[config.mk]
export PLATFORM = sky130hd
export DESIGN_NAME = button_event_encoder
export DESIGN_NICKNAME = d
export VERILOG_FILES = /design/src/rtl/button_event_encoder.sv
export SDC_FILE = /design/constraint.sdc
export NUM_CORES = 1
export LEC_CHECK = 0
export CORE_UTILIZATION = 47
export DETAILED_ROUTE_END_ITERATION = 12
export PLACE_DENSITY = 0.77
export SETUP_SLACK_MARGIN = 0.3
export SLEW_MARGIN = 20
export SYNTH_ARGS = -nofsm -noshare
export SYNTH_HDL_FRONTEND = slang
export SYNTH_SLANG_ARGS = --single-unit
export TNS_END_PERCENT = 1
[constraint.sdc]
create_clock -name i_clk -period 2.1 [get_ports i_clk]
set_input_delay 0.21 -clock i_clk [delete_from_list [all_inputs] [get_ports i_clk]]
set_output_delay 0.21 -clock i_clk [all_outputs]
set_load 0.02 [all_outputs]
[src/rtl/button_event_encoder.sv]
// Encodes debounced button transitions into PRESS / RELEASE / LONG events queued in a fall-through FIFO.
// Long-press detection (hold counter, LONG event, HELD state) is built only when BTN_EVT_LONG_EN is defined.
module button_event_encoder #(
    parameter int              CNT_W      = 24,
    parameter logic [CNT_W-1:0] LONG_TICKS = 24'd5000000,
    parameter int              FIFO_DEPTH = 4
) (
    input  logic                          i_clk,
    input  logic                          i_rst,
    input  logic                          i_state,
    output logic                          o_evt_valid,
    output logic [1:0]                    o_evt_code,
    input  logic                          i_evt_ready,
    output logic [$clog2(FIFO_DEPTH):0]   o_fifo_count,
    output logic                          o_overflow,
    input  logic                          i_overflow_clr
);

    localparam int AW = $clog2(FIFO_DEPTH);
    localparam int CW = AW + 1;

    localparam logic [1:0] EVT_PRESS   = 2'b01;
    localparam logic [1:0] EVT_RELEASE = 2'b10;

    typedef enum logic [1:0] {
        ST_IDLE    = 2'd0,
        ST_PRESSED = 2'd1,
        ST_HELD    = 2'd2
    } state_t;

    state_t     state_q, state_d;
    logic       push;
    logic [1:0] push_code;

`ifdef BTN_EVT_LONG_EN
    localparam logic [1:0]       EVT_LONG  = 2'b11;
    localparam logic [CNT_W-1:0] LONG_LAST = LONG_TICKS - CNT_W'(1);

    logic [CNT_W-1:0] cnt_q, cnt_d;

    always_ff @(posedge i_clk) begin
        if (i_rst) begin
            cnt_q <= '0;
        end else begin
            cnt_q <= cnt_d;
        end
    end
`else
    logic unused_cfg;
    assign unused_cfg = ^LONG_TICKS;
`endif

    always_ff @(posedge i_clk) begin
        if (i_rst) begin
            state_q <= ST_IDLE;
        end else begin
            state_q <= state_d;
        end
    end

    // At most one event per cycle; a release always wins over LONG on the same edge.
    always_comb begin
        state_d   = state_q;
        push      = 1'b0;
        push_code = 2'b00;
`ifdef BTN_EVT_LONG_EN
        cnt_d     = cnt_q;
`endif
        case (state_q)
            ST_IDLE: begin
                if (i_state) begin
                    push      = 1'b1;
                    push_code = EVT_PRESS;
                    state_d   = ST_PRESSED;
`ifdef BTN_EVT_LONG_EN
                    cnt_d     = '0;
`endif
                end
            end
            ST_PRESSED: begin
                if (!i_state) begin
                    push      = 1'b1;
                    push_code = EVT_RELEASE;
                    state_d   = ST_IDLE;
                end
`ifdef BTN_EVT_LONG_EN
                else if (cnt_q == LONG_LAST) begin
                    push      = 1'b1;
                    push_code = EVT_LONG;
                    state_d   = ST_HELD;
                end else begin
                    cnt_d = cnt_q + CNT_W'(1);
                end
`endif
            end
            ST_HELD: begin
                if (!i_state) begin
                    push      = 1'b1;
                    push_code = EVT_RELEASE;
                    state_d   = ST_IDLE;
                end
            end
            default: state_d = ST_IDLE;
        endcase
    end

    logic [1:0]    mem [FIFO_DEPTH];
    logic [AW-1:0] rd_ptr, wr_ptr;
    logic [CW-1:0] count;
    logic          pop, full, do_push, drop;

    assign pop     = (count != '0) && i_evt_ready;
    assign full    = (count == CW'(FIFO_DEPTH));
    // A pop frees the slot on the same edge, so a full FIFO can still accept.
    assign do_push = push && (!full || pop);
    assign drop    = push && full && !pop;

    always_ff @(posedge i_clk) begin
        if (i_rst) begin
            rd_ptr <= '0;
            wr_ptr <= '0;
            count  <= '0;
        end else begin
            if (do_push) wr_ptr <= wr_ptr + AW'(1);
            if (pop)     rd_ptr <= rd_ptr + AW'(1);
            if (do_push && !pop)      count <= count + CW'(1);
            else if (!do_push && pop) count <= count - CW'(1);
        end
    end

    always_ff @(posedge i_clk) begin
        if (do_push) mem[wr_ptr] <= push_code;
    end

    always_ff @(posedge i_clk) begin
        if (i_rst) begin
            o_overflow <= 1'b0;
        end else if (drop) begin
            o_overflow <= 1'b1;
        end else if (i_overflow_clr) begin
            o_overflow <= 1'b0;
        end
    end

    assign o_evt_valid  = (count != '0);
    assign o_evt_code   = o_evt_valid ? mem[rd_ptr] : 2'b00;
    assign o_fifo_count = count;

endmodule

Word level (Yosys, flattened, before mapping) --
Memory sizes are Yosys's and may differ from the RTL's. A register that Yosys moved wholly into a read port is not among the register bits. Cells that the tools add are included. W data, S select, Z words.
Storage, ports and cells: memory bits (writable) 8, memories kept 1, register bits after elaboration 10
Cells by class: muxes and demuxes 18, equal/unequal tests 5, $add $sub $neg 4, reductions and logical operators 16
Memory list:
- mem | words 4, bits a word 2, rd ports 1, clocked after Yosys merged registers in 1, write ports 1, RTL line 107 | logic [1:0] mem [FIFO_DEPTH];
Operators with widths (number):
- $mux W2 | 6
- $pmux W2 S2 | 2
- $mux W1 | 7
- $logic_and A1 B1 Y1 | 6
- $mux W3 | 2
- $add A2 B1 Y2 const B | 2
- $ne A2 B2 Y1 const B | 2
- $reduce_bool A2 Y1 | 2
- $add A3 B1 Y3 const B | 1
- $eq A3 B3 Y1 const B | 1
- $logic_not A1 Y1 | 3
- $reduce_bool A3 Y1 | 1
- $sub A3 B1 Y3 const B | 1
- $eq A2 B1 Y1 const B | 1
- $eq A2 B2 Y1 const B | 1
- $logic_not A2 Y1 | 1
- $pmux W1 S2 | 1
- $reduce_and A2 Y1 | 1
- $reduce_or A2 Y1 | 1
- $logic_or A1 B1 Y1 | 1

Depth between registers and ports, before layout --
depth after elaboration 8, gate-level depth with buffers 9

Worst setup path after synthesis --
OpenSTA, ideal clock, no wires.
path type flip-flop to flip-flop, start register count[0], in the netlist o_fifo_count[0], end register count[2], in the netlist o_fifo_count[2], arrival time 2.082 ns, stages on the path, launching flop included 9, path buffers 0, clock period less this slack 2.153 ns, slack -0.053 ns, cell sequence dfxtp_1 > nor4b_4 > nor2_2 > ha_1 > inv_1 > fa_1 > xor2_1 > or3_1 > a21oi_1
On the way: word-level cells in the longest chain between the ends 7
Ends and longest elaborated chain:
- from (decl) | RTL line 109 | logic [CW-1:0] count;
- from (signal assigned) | RTL line 126 | if (do_push && !pop) count <= count + CW'(1);
- from (signal assigned) | RTL line 127 | else if (!do_push && pop) count <= count - CW'(1);
- branches (longest 7 deep; another with $sub A3 B1 Y3)
Parallel ways; which one is timed is not known. The select of a mux whose other input is x is not followed. A chain may end at the register's enable or synchronous reset.

Worst setup path after layout --
start register count[1], in the netlist o_fifo_count[1], end register count[2], in the netlist o_fifo_count[2]
Same word-level chain as after synthesis.

==> impl_results.md <==
- Status: finished, final reports clean
- GRT overflow: 0
- Dpl cells: 109
- Largest area contributor in the netlist: edfxtp_1
- Skew final: 0.00565 ns
- Clk sinks: 19
- DR vias: 550
- Via-per-instance ratio: 4.74
- Row count: 15
- Root Driver: clkbuf_4
- Peak VDD IR: 1010 uV
- Finish-stage setup viols: 0
- WL/cell: 11.6 um
- Pre-CTS setup slack: -0.261 ns
- RSZ-0062 raised after global routing: true
- IO Port Bufs: 11
- Number of synthesized register bits: 19
- Pwr Total: 1580 uW
- Top FF cell, synth: dfxtp_1
- Synthesized Nets: 84
- Die area: 2060 um^2
- PD cells: 1380 nW/um^2
- Initial antenna violation count: 0
- DRC viols: 0
- Leak: 0.000469 uW
- CTS clock-pin slew for the worst setup and hold paths: 0.10 ns
- CORE AREA: 1750 um^2
- Die height: 45.4 um
- Clock Path Buffers: 2
- Crit path kind: reg -> reg
- Overall Global Routing Usage: 15.7%
- CTS H-tree lvls: 1
- Largest net degree at the start of global routing: 13
- DRT Wirelength: 1340 um
- Number of flops mapped to enable cells by yosys: 8
- Asr flop ratio synth: 0%
- First-pass GRT wire length: 2260 um
- Starting Density: 50.6%
- Max incr delay on CP: 0.39 ns
- Top cells by area, synth: edfxtp_1 27%, dfxtp_1 25%, ha_1 9.9%
- Final period utilization: 90.5%
- Vias in the first global route: 540
- Share of cells above drive strength 1: 25.3%
- Crit-path max FO: 7
- Detail Route Antenna Nets: 0
- Iter 0 DRT Violations: 11
- Final hold slack: 0.446 ns
- Crit-path slowest cell: dfxtp_4
- Diode count: 0
- Fin. Hold Viols: 0
- Post-DP HPWL: 1030 um
- Routability cong.: 0.671
- Post-synthesis sequential area ratio: 52.1%
- Worst Hold Class: in -> reg
- Crit end category: register
- IO Pins: 12
- Tightest Pin Transition: 0.417 ns
- Max Slew Vio Count: 0
- Synth-to-layout area growth: 30.0%
- CTS tree: done
- Max_cap viols: 0
- Crit path arrival time: 2.12 ns
- Worst setup margin: 0.199 ns
- CTS hold repair buffers: 0
- R2R setup slack: 0.20 ns
- Synthesized area: 883 um^2
- Yosys Warn Count: 0
- Crit path time final: 1.90 ns
- Final nets: 105
- Worst-path cell chain: o31ai_4 > ha_4 > inv_1 > fa_2 > xor2_1 > or3_1 > a21oi_1
- Die W: 45.4 um
- Mapped Cells: 71
- Top cell type's share of synthesized area: 27.2%
- First-pass DRT Iterations: 2
- Slew HR: 71.9%
- F_max: 526 MHz
- Distinct cells, synth: 22
- Syn Area/Cell: 12.4 um^2
- Required time of the critical path: 2.32 ns
- Clock latency on the worst-skew pair: 0.29 ns
- Crit start category: register
- Layout Cells excl Fill: 116
- CTS buffer count: 3
==> routing by layer <==
layer  routed length (um)  vias to the layer above  GRT usage (%)
met1                  575                      253           18.8
met3                   31                        4           3.60
met2                  718                       10           26.7
met4                   19                        0           7.27
li1                     -                      283              -
met5                    0                        -              0
==> repair_timing <==
action | in CTS | in global routing
hold endpoints to repair | 0 | 0
resized for setup | 4 | 2
setup buffers | 2 | 1
pin swaps | 2 | 4
cloned | 0 | 0
setup endpoints to repair | 5 | 4
==> Yosys cell counts, types with 2 or more instances <==
cell type / number
a21oi_1: 2
and2_1: 6
dfxtp_1: 11
edfxtp_1: 8
ha_1: 7
inv_1: 6
mux2i_1: 2
mux4_2: 2
nand2b_1: 2
nor2_1: 9
xor2_1: 5
==> cells in the final DEF (no fill, tap or decap) <==
cell and count:
a21oi_1 2, and2_1 6, buf_4 6, clkbuf_1 1, clkbuf_4 3, clkdlybuf4s50_1 6, dfxtp_1 7, dfxtp_2 1
dfxtp_4 3, dlygate4sd2_1 4, dlymetal6s2s_1 1, edfxtp_1 8, fa_2 1, ha_1 5, ha_4 2, inv_1 6
mux2_4 1, mux2i_1 2, mux4_2 2, nand2b_1 2, nor2_1 9, nor2_4 1, nor2b_1 1, nor4b_4 1
o21ai_0 1, o311ai_0 1, o31ai_4 1, or3_1 1, or3_2 1, xor2_1 5
==> worst max-delay path, delay by kind of cell, from the launching register on <==
kind / cells / cell delay (ns)
buffers and inverters: 1 / 0.05
adder cells (fa/ha/maj): 2 / 0.51
XOR/XNOR: 1 / 0.16
AO/OA/AOI/OAI: 2 / 0.41
AND/OR/NAND/NOR: 1 / 0.30
flip-flops: 1 / 0.39
==> report_power, final <==
group          switching [uW]  internal (uW)
Sequential                108            527
Clock                     102           73.8
Combinational             355            418
==> logic make-up after synthesis <==
family	after synthesis	share of synthesized area, %
adder cells (fa/ha/maj)	8	12.2
multiplexers	5	9.06
AO/OA/AOI/OAI	5	3.54
flip-flops	19	52.1
buffers and inverters	7	2.97
XOR/XNOR	5	4.96
AND/OR/NAND/NOR	22	15.2
==> final timing paths <==
path	startpoint	to	depth (start not counted)
hold / removal	i_evt_ready	o_overflow	4
setup reg to reg	o_fifo_count[1]	o_fifo_count[2]	7
setup / recovery	o_fifo_count[1]	o_fifo_count[2]	7
hold reg to reg	wr_ptr[1]	wr_ptr[1]	2
==> layout make-up <==
cell class / instances / area, um^2
inverter: 6 / 22.5
sequential: 19 / 473
timing repair buffer: 17 / 153
tap: 25 / 31.3
multi-input combinational: 45 / 443
clock buffer: 4 / 26.3
fill: 136 / 597
==> through the flow <==
stage / instance area (um^2) / TNS [ns] / util (%)
3_5_place_dp: 1100 / -0.313 / 63.0
5_1_grt: 1150 / 0 / 65.8
2_1_floorplan: 940 / 0 / -
4_1_cts: 1140 / 0 / 65.1
6_report: 1150 / 0 / 65.8
3_3_place_gp: 1100 / -0.196 / 63.0
(Power assumes the default switching activity.)
